`src/rtl/stepper_ramp_driver_pkg.sv`:
```
// stepper_pkg: shared definitions for stepper_ramp_driver.
//   - direction codes from the joystick decoder (00/11 both mean stop)
//   - ramp state enum
//   - coil pattern tables, entry [0] is phase 0
package stepper_pkg;

  localparam logic [1:0] DIR_STOP = 2'b00;
  localparam logic [1:0] DIR_FWD  = 2'b01;
  localparam logic [1:0] DIR_REV  = 2'b10;

  typedef enum logic [1:0] {IDLE, ACCEL, CRUISE, DECEL} state_e;

  // Full-step: 1100, 0110, 0011, 1001
  localparam logic [3:0][3:0] FULL_PAT = {4'b1001, 4'b0011, 4'b0110, 4'b1100};

  // Half-step: 1000, 1100, 0100, 0110, 0010, 0011, 0001, 1001
  localparam logic [7:0][3:0] HALF_PAT = {4'b1001, 4'b0001, 4'b0011, 4'b0010,
                                          4'b0110, 4'b0100, 4'b1100, 4'b1000};

endpackage

```
`src/rtl/stepper_ramp_driver_if.sv`:
```
// stepper_ramp_driver_if: command/coil bundle for one stepper axis.
//   direction  : 2-bit command (01 fwd, 10 rev, 00/11 stop)
//   en         : axis enable, 0 de-energizes the coils
//   signal_out : 4-bit coil pattern to the Pmod STEP header
//   moving     : ramp state is not IDLE
//   step_tick  : one-cycle pulse after every step edge
// master = command source / observer, slave = the driver.
interface stepper_ramp_driver_if;
  logic [1:0] direction;
  logic       en;
  logic [3:0] signal_out;
  logic       moving;
  logic       step_tick;

  modport master (output direction, en, input signal_out, moving, step_tick);
  modport slave  (input direction, en, output signal_out, moving, step_tick);
endinterface

```
`src/rtl/step_rate_gen.sv`:
```
// step_rate_gen: trapezoidal step-rate generator.
// Ports:
//   clk, rst     : clock, async active-high reset
//   i_en         : enable; low forces IDLE with the start period
//   i_dir        : direction command
//   o_step       : combinational, high on the edge that takes a step
//   o_fwd        : latched direction of the current move is forward
//   o_moving     : state is not IDLE
//   o_step_tick  : registered step pulse (cycle after the step edge)
module step_rate_gen
  import stepper_pkg::*;
#(
  parameter logic [31:0] P_START = 32'd1000000,
  parameter logic [31:0] P_MIN   = 32'd100000,
  parameter logic [31:0] P_DEC   = 32'd56250
) (
  input  logic       clk,
  input  logic       rst,
  input  logic       i_en,
  input  logic [1:0] i_dir,
  output logic       o_step,
  output logic       o_fwd,
  output logic       o_moving,
  output logic       o_step_tick
);

  state_e      r_state;
  logic [31:0] r_period;
  logic [31:0] r_cnt;
  logic [1:0]  r_cur_dir;
  logic        r_tick;

  logic        w_same;
  logic        w_go;
  logic [31:0] w_acc_p;
  logic [31:0] w_dec_p;

  assign w_same  = (i_dir == r_cur_dir);
  assign w_go    = (i_dir == DIR_FWD) || (i_dir == DIR_REV);
  assign o_step  = i_en && (r_state != IDLE) && (r_cnt == r_period - 32'd1);
  // Saturating ramp arithmetic, written to avoid unsigned wrap.
  assign w_acc_p = (r_period >= P_MIN + P_DEC) ? r_period - P_DEC : P_MIN;
  assign w_dec_p = (r_period + P_DEC <= P_START) ? r_period + P_DEC : P_START;

  assign o_fwd       = (r_cur_dir == DIR_FWD);
  assign o_moving    = (r_state != IDLE);
  assign o_step_tick = r_tick;

  always_ff @(posedge clk or posedge rst) begin
    if (rst) begin
      r_state   <= IDLE;
      r_period  <= P_START;
      r_cnt     <= '0;
      r_cur_dir <= DIR_FWD;
      r_tick    <= 1'b0;
    end else begin
      r_tick <= o_step;
      if (!i_en) begin
        r_state  <= IDLE;
        r_period <= P_START;
        r_cnt    <= '0;
      end else begin
        case (r_state)
          IDLE: begin
            r_period <= P_START;
            r_cnt    <= '0;
            if (w_go) begin
              r_cur_dir <= i_dir;
              r_state   <= ACCEL;
            end
          end
          ACCEL: begin
            r_cnt <= o_step ? 32'd0 : r_cnt + 32'd1;
            if (o_step) r_period <= w_acc_p;
            if (!w_same)                         r_state <= DECEL;
            else if (o_step && w_acc_p == P_MIN) r_state <= CRUISE;
          end
          CRUISE: begin
            r_cnt <= o_step ? 32'd0 : r_cnt + 32'd1;
            if (!w_same) r_state <= DECEL;
          end
          DECEL: begin
            r_cnt <= o_step ? 32'd0 : r_cnt + 32'd1;
            // The step at the start rate is the last one of the move.
            if (o_step && r_period == P_START) begin
              r_state <= IDLE;
            end else begin
              if (o_step) r_period <= w_dec_p;
              if (w_same) r_state <= ACCEL;
            end
          end
          default: r_state <= IDLE;
        endcase
      end
    end
  end

endmodule

```
`src/rtl/stepper_ramp_driver.sv`:
```
// stepper_ramp_driver: one Pmod STEP axis with trapezoidal speed ramp.
// Ports:
//   clk, rst : clock, async active-high reset
//   bus      : stepper_ramp_driver_if.slave (direction, en in;
//              signal_out, moving, step_tick out)
// Build option: STEPPER_HALF_STEP_EN selects the 8-phase half-step table,
// otherwise the 4-phase full-step table is used.
module stepper_ramp_driver
  import stepper_pkg::*;
#(
  parameter int unsigned CLK_HZ      = 100_000_000,
  parameter int unsigned MIN_RATE_HZ = 100,
  parameter int unsigned MAX_RATE_HZ = 1000,
  parameter int unsigned RAMP_STEPS  = 16
) (
  input  logic                  clk,
  input  logic                  rst,
  stepper_ramp_driver_if.slave  bus
);

  localparam logic [31:0] P_START   = 32'(CLK_HZ / MIN_RATE_HZ);
  localparam logic [31:0] P_MIN     = 32'(CLK_HZ / MAX_RATE_HZ);
  localparam logic [31:0] P_DEC_RAW = (P_START - P_MIN) / 32'(RAMP_STEPS);
  localparam logic [31:0] P_DEC     = (P_DEC_RAW == 32'd0) ? 32'd1 : P_DEC_RAW;

`ifdef STEPPER_HALF_STEP_EN
  localparam int PH_W = 3;
  function automatic logic [3:0] pat(input logic [PH_W-1:0] ph);
    return HALF_PAT[ph];
  endfunction
`else
  localparam int PH_W = 2;
  function automatic logic [3:0] pat(input logic [PH_W-1:0] ph);
    return FULL_PAT[ph];
  endfunction
`endif

  logic            w_step;
  logic            w_fwd;
  logic            w_moving;
  logic            w_tick;
  logic [PH_W-1:0] r_phase;
  logic [PH_W-1:0] w_phase_nxt;
  logic [3:0]      r_sig;

  step_rate_gen #(
    .P_START(P_START),
    .P_MIN  (P_MIN),
    .P_DEC  (P_DEC)
  ) u_rate (
    .clk        (clk),
    .rst        (rst),
    .i_en       (bus.en),
    .i_dir      (bus.direction),
    .o_step     (w_step),
    .o_fwd      (w_fwd),
    .o_moving   (w_moving),
    .o_step_tick(w_tick)
  );

  // Phase wraps naturally at the table length (power of two).
  assign w_phase_nxt = !w_step ? r_phase :
                       w_fwd   ? r_phase + 1'b1 : r_phase - 1'b1;

  // The pattern register looks at the next phase so the new pattern
  // appears in the same cycle as step_tick.
  always_ff @(posedge clk or posedge rst) begin
    if (rst) begin
      r_phase <= '0;
      r_sig   <= 4'b0000;
    end else begin
      r_phase <= w_phase_nxt;
      r_sig   <= bus.en ? pat(w_phase_nxt) : 4'b0000;
    end
  end

  assign bus.signal_out = r_sig;
  assign bus.moving     = w_moving;
  assign bus.step_tick  = w_tick;

endmodule

```
`src/flat_wrapper.sv`:
```
// flat-port wrapper written by rule: the top's interface ports become plain ports
module stepper_ramp_driver_flat import stepper_pkg::*;
#(
  parameter int unsigned CLK_HZ      = 100_000_000,
  parameter int unsigned MIN_RATE_HZ = 100,
  parameter int unsigned MAX_RATE_HZ = 1000,
  parameter int unsigned RAMP_STEPS  = 16
)
  (clk, rst, bus_direction, bus_en, bus_signal_out, bus_moving, bus_step_tick);
  stepper_ramp_driver_if bus_i ();
  input  logic clk;
  input  logic rst;
  input wire logic [$bits(bus_i.direction)-1:0] bus_direction;
  input wire logic [$bits(bus_i.en)-1:0] bus_en;
  output wire logic [$bits(bus_i.signal_out)-1:0] bus_signal_out;
  output wire logic [$bits(bus_i.moving)-1:0] bus_moving;
  output wire logic [$bits(bus_i.step_tick)-1:0] bus_step_tick;
  assign bus_i.direction = bus_direction;
  assign bus_i.en = bus_en;
  assign bus_signal_out = bus_i.signal_out;
  assign bus_moving = bus_i.moving;
  assign bus_step_tick = bus_i.step_tick;
  stepper_ramp_driver #(.CLK_HZ(CLK_HZ), .MIN_RATE_HZ(MIN_RATE_HZ), .MAX_RATE_HZ(MAX_RATE_HZ), .RAMP_STEPS(RAMP_STEPS)) u_core (.clk(clk), .rst(rst), .bus(bus_i));
endmodule
```
`config.mk`:
```
export PLATFORM = sky130hd
export DESIGN_NAME = stepper_ramp_driver_flat
export DESIGN_NICKNAME = d
export VERILOG_FILES = /design/src/rtl/stepper_ramp_driver_pkg.sv /design/src/rtl/stepper_ramp_driver_if.sv /design/src/rtl/step_rate_gen.sv /design/src/rtl/stepper_ramp_driver.sv /design/src/flat_wrapper.sv
export SDC_FILE = /design/constraint.sdc
export NUM_CORES = 1
export LEC_CHECK = 0
export ABC_AREA = 1
export CORE_MARGIN = 2
export CORE_UTILIZATION = 50
export DETAILED_ROUTE_END_ITERATION = 8
export PLACE_DENSITY = 0.67
export RECOVER_POWER = 100
export SYNTH_ARGS = -nofsm -noshare
export SYNTH_HDL_FRONTEND = slang
export SYNTH_SLANG_ARGS = --single-unit
```
`constraint.sdc`:
```
create_clock -name clk -period 2.95 [get_ports clk]
set_input_delay 0.59 -clock clk [delete_from_list [all_inputs] [get_ports clk]]
set_output_delay 0.59 -clock clk [all_outputs]
set_load 0.05 [all_outputs]
```
==> reports/results.tsv, run 1 <==
metric	value	unit
crit_chain	inv_2 -> buf_4 -> ha_4 -> buf_12 -> nand3_4 -> nor2_4 -> nand2_4 -> nor2_2 -> nand2_1 -> nand2_1 -> nand2_1 -> nor2_1 -> nand3_1 -> nor2_2 -> nand3_2 -> a21oi_4 -> nand2_8 -> clkbuf_16 -> nand2_1 -> o21ai_2	
violations	capacitance limit, slew limit, setup timing	
synthToLayoutAreaGrowth	26.79	%
cts_buffers	9	
netlist.area_leader.share	22.28	%
nFillCells	1719	
finalCriticalPeriod	3030	ps
maxSlewHeadroom	-11.53	%
clk_path_buf_depth	2	
die_x	139.0	µm
clk_pin_slew	80	ps
syn_area_per_cell	5.787	µm²
gpl.final_weighted_congestion	1.016	
seq_area_frac_synth	20.70	%
antenna_found_initial	0	
synthCells	1575	
numClockSinks	75	
yosysWarnings	0	
setup_violations	33	
cp_num_cells	20	
vias	11100	
grt_pass1_vias	10240	
cp.required	3220	ps
cts_tree	built	
grt_max_degree	39	
crit_family	simple AND/OR/NAND/NOR gates	
die_y	139.0	µm
end_kind	register	
total_power	9879	µW
layout_commonest_cell	nand2_1	
r2r_cells	20	
synth_area_leaders	nand2_1, dfrtp_1, nand3_1, nor2_1, inv_1	
synthFlopType	dfrtp_1	
clk_latency	370	ps
cts-root-buf	clkbuf_16	
outcome	finished with violations	
place_hpwl	28470	µm
ant_nets	0	
crit_arrival	3300	ps
first_pass_iters	6	
ir_worst_vdd	0.7319	mV
syn_nets	1591	
fmax	0.3301	GHz
rows	49	
setup_slack	-79.67	ps
drc	0	
rsz0062_at_grt	true	
grt_pass1_wl	55310	µm
layout-drive-gt1-share	23.00	%
cap_violations	1	
htree_levels	3	
drtIter0Drc	1289	
fin_crit_sh	102.7	%
fin_tns_setup	-1374	ps
cpPeakStageDelay	390	ps
slowest_stage	dfrtp_1	
ys_types	44	
wl_per_cell	18.01	µm
hold-path-cell-count	2	
async_flop_share	100.0	%
utilization	64.56	%
netlist_area	9115	µm²
most-common-layout-cells	nand2_1, buf_4, inv_1, nor2_1, nand3_1	
path_max_fanout	8	
core_area	17900	µm²
hold_buffers	0	
p_leak	0.005970	µW
antenna_cells	0	
synth.largest_area_cell	nand2_1	
routed_wl	36080	µm
hold_violations	0	
grt_overflow	0	
crit_buf_inv	4	
synth-seq-cells	75	
viasPerCell	5.542	
initial_core_util	50.92	%
grt_use_total	36.53	%
cp_common_cell	nand2_1	
die_area	19330	µm²
powerDensity	854.7	nW/µm²
ioPinCount	11	
hp-class	reg -> reg	
fin_nets	1785	
numPortBuffers	10	
slew_viol_final	27	
synth_edf_count	0	
startpoint_type	register	
clock_skew	15.28	ps
tightest_slew	1673	ps
worstSetupPathType	reg -> reg	
## worst min-delay path, stage by stage (launching register included)
cell and delay, ps:
dfstp_2 380, nand2_1 50, o21ai_0 70
## synth_stat cells (all sizes together), types with 18 or more instances
master / number
a21oi: 18
buf: 37
clkbuf: 24
dfrtp: 67
inv: 193
nand2: 566
nand3: 168
nand4: 48
nor2: 240
nor3: 37
o21ai: 52
xor2: 49
## worst paths after layout
kind                                                  from                         end  slack (ps)
min in group asynchronous                              rst    u_core.bus.signal_out[2]         700
worst max register to register   u_core.u_rate.r_period[1]  u_core.u_rate.r_period[12]         -80
worst min-delay path            u_core.u_rate.r_cur_dir[0]  u_core.u_rate.r_cur_dir[0]         510
worst max-delay path             u_core.u_rate.r_period[1]  u_core.u_rate.r_period[12]         -80
worst min register to register  u_core.u_rate.r_cur_dir[0]  u_core.u_rate.r_cur_dir[0]         510
max in group asynchronous                              rst  u_core.u_rate.r_period[10]         240
## metal layers
| layer | GRT usage (%) | vias to the layer above | routed length (µm) |
|---|---|---|---|
| met4 | 15.58 | 0 | 1483 |
| met3 | 6.181 | 99 | 3340 |
| met5 | 0 | - | 0 |
| li1 | - | 5356 | - |
| met2 | 58.18 | 598 | 16100 |
| met1 | 49.09 | 5047 | 15150 |
## logic make-up (layout without fill, tap and decap cells)
family	after synthesis	after routing	synth area share (%)
xor gates and xnor gates	64	64	6.232
adders and majority gates	11	11	1.510
AOI/OAI and AO/OA	78	78	5.408
and+or+nand+nor	1087	1087	53.30
buffers and inverters	260	459	12.85
DFF	75	75	20.70
## per-stage QoR
step	instance area (µm²)	hold WS [ps]	std cells	setup WS (ps)
global route	11560	538.5	2003	-194.8
floorplan	9115	475.1	1575	215.7
detailed placement	10750	499.9	1966	-199.5
finish	11560	508.8	2003	-79.67
global placement	10750	498.3	1966	-107.8
CTS	11130	468.5	1982	5.287
## power by group
group | internal (µW) | switching [µW] | total, µW
Sequential | 1210 | 243 | 1450
Clock | 759 | 567 | 1330
Combinational | 2760 | 4350 | 7100
Total | 4720 | 5160 | 9880
## timing repair
item | CTS | global route
pin swaps | 3 | 18
setup endpoints to repair | 36 | 56
cloned | 0 | 5
resized for setup | 16 | 68
setup buffers | 1 | 16
## final cells by class
| type | instances | area, µm² | area share [%] |
|---|---|---|---|
| Clock inverter | 7 | 103.9 | 0.8986 |
| Multi-Input combinational cell | 1240 | 6300 | 54.51 |
| Sequential cell | 75 | 1894 | 16.39 |
| Timing Repair Buffer | 243 | 1988 | 17.20 |
| Timing Repair inverter | 1 | 5.005 | 0.04330 |
| Clock buffer | 9 | 225.2 | 1.949 |
| Inverter | 199 | 754.5 | 6.528 |
| Tap cell | 229 | 286.5 | 2.479 |
## sequential cells by signal, indices dropped and copies added (netlist names)
signal                     count
u_core.u_rate.r_state          2
u_core.u_rate.r_cur_dir        2
u_core.bus.signal_out          4
u_core.u_rate.r_period        32
u_core.u_rate.r_cnt           32
u_core.r_phase                 2
u_core.u_rate.o_step_tick      1
Power figures use the tool's default switching activity.
==> inputs of run 2 (changes only) <==
--- a/config.mk
+++ b/config.mk
@@ -8,6 +8,7 @@
 export ABC_AREA = 1
 export CORE_MARGIN = 2
 export CORE_UTILIZATION = 50
+export CTS_CLUSTER_SIZE = 16
 export DETAILED_ROUTE_END_ITERATION = 8
 export PLACE_DENSITY = 0.67
 export RECOVER_POWER = 100
==> results of run 2 <==
No change in the layout: final DEF, timing and power equal those of run 1.
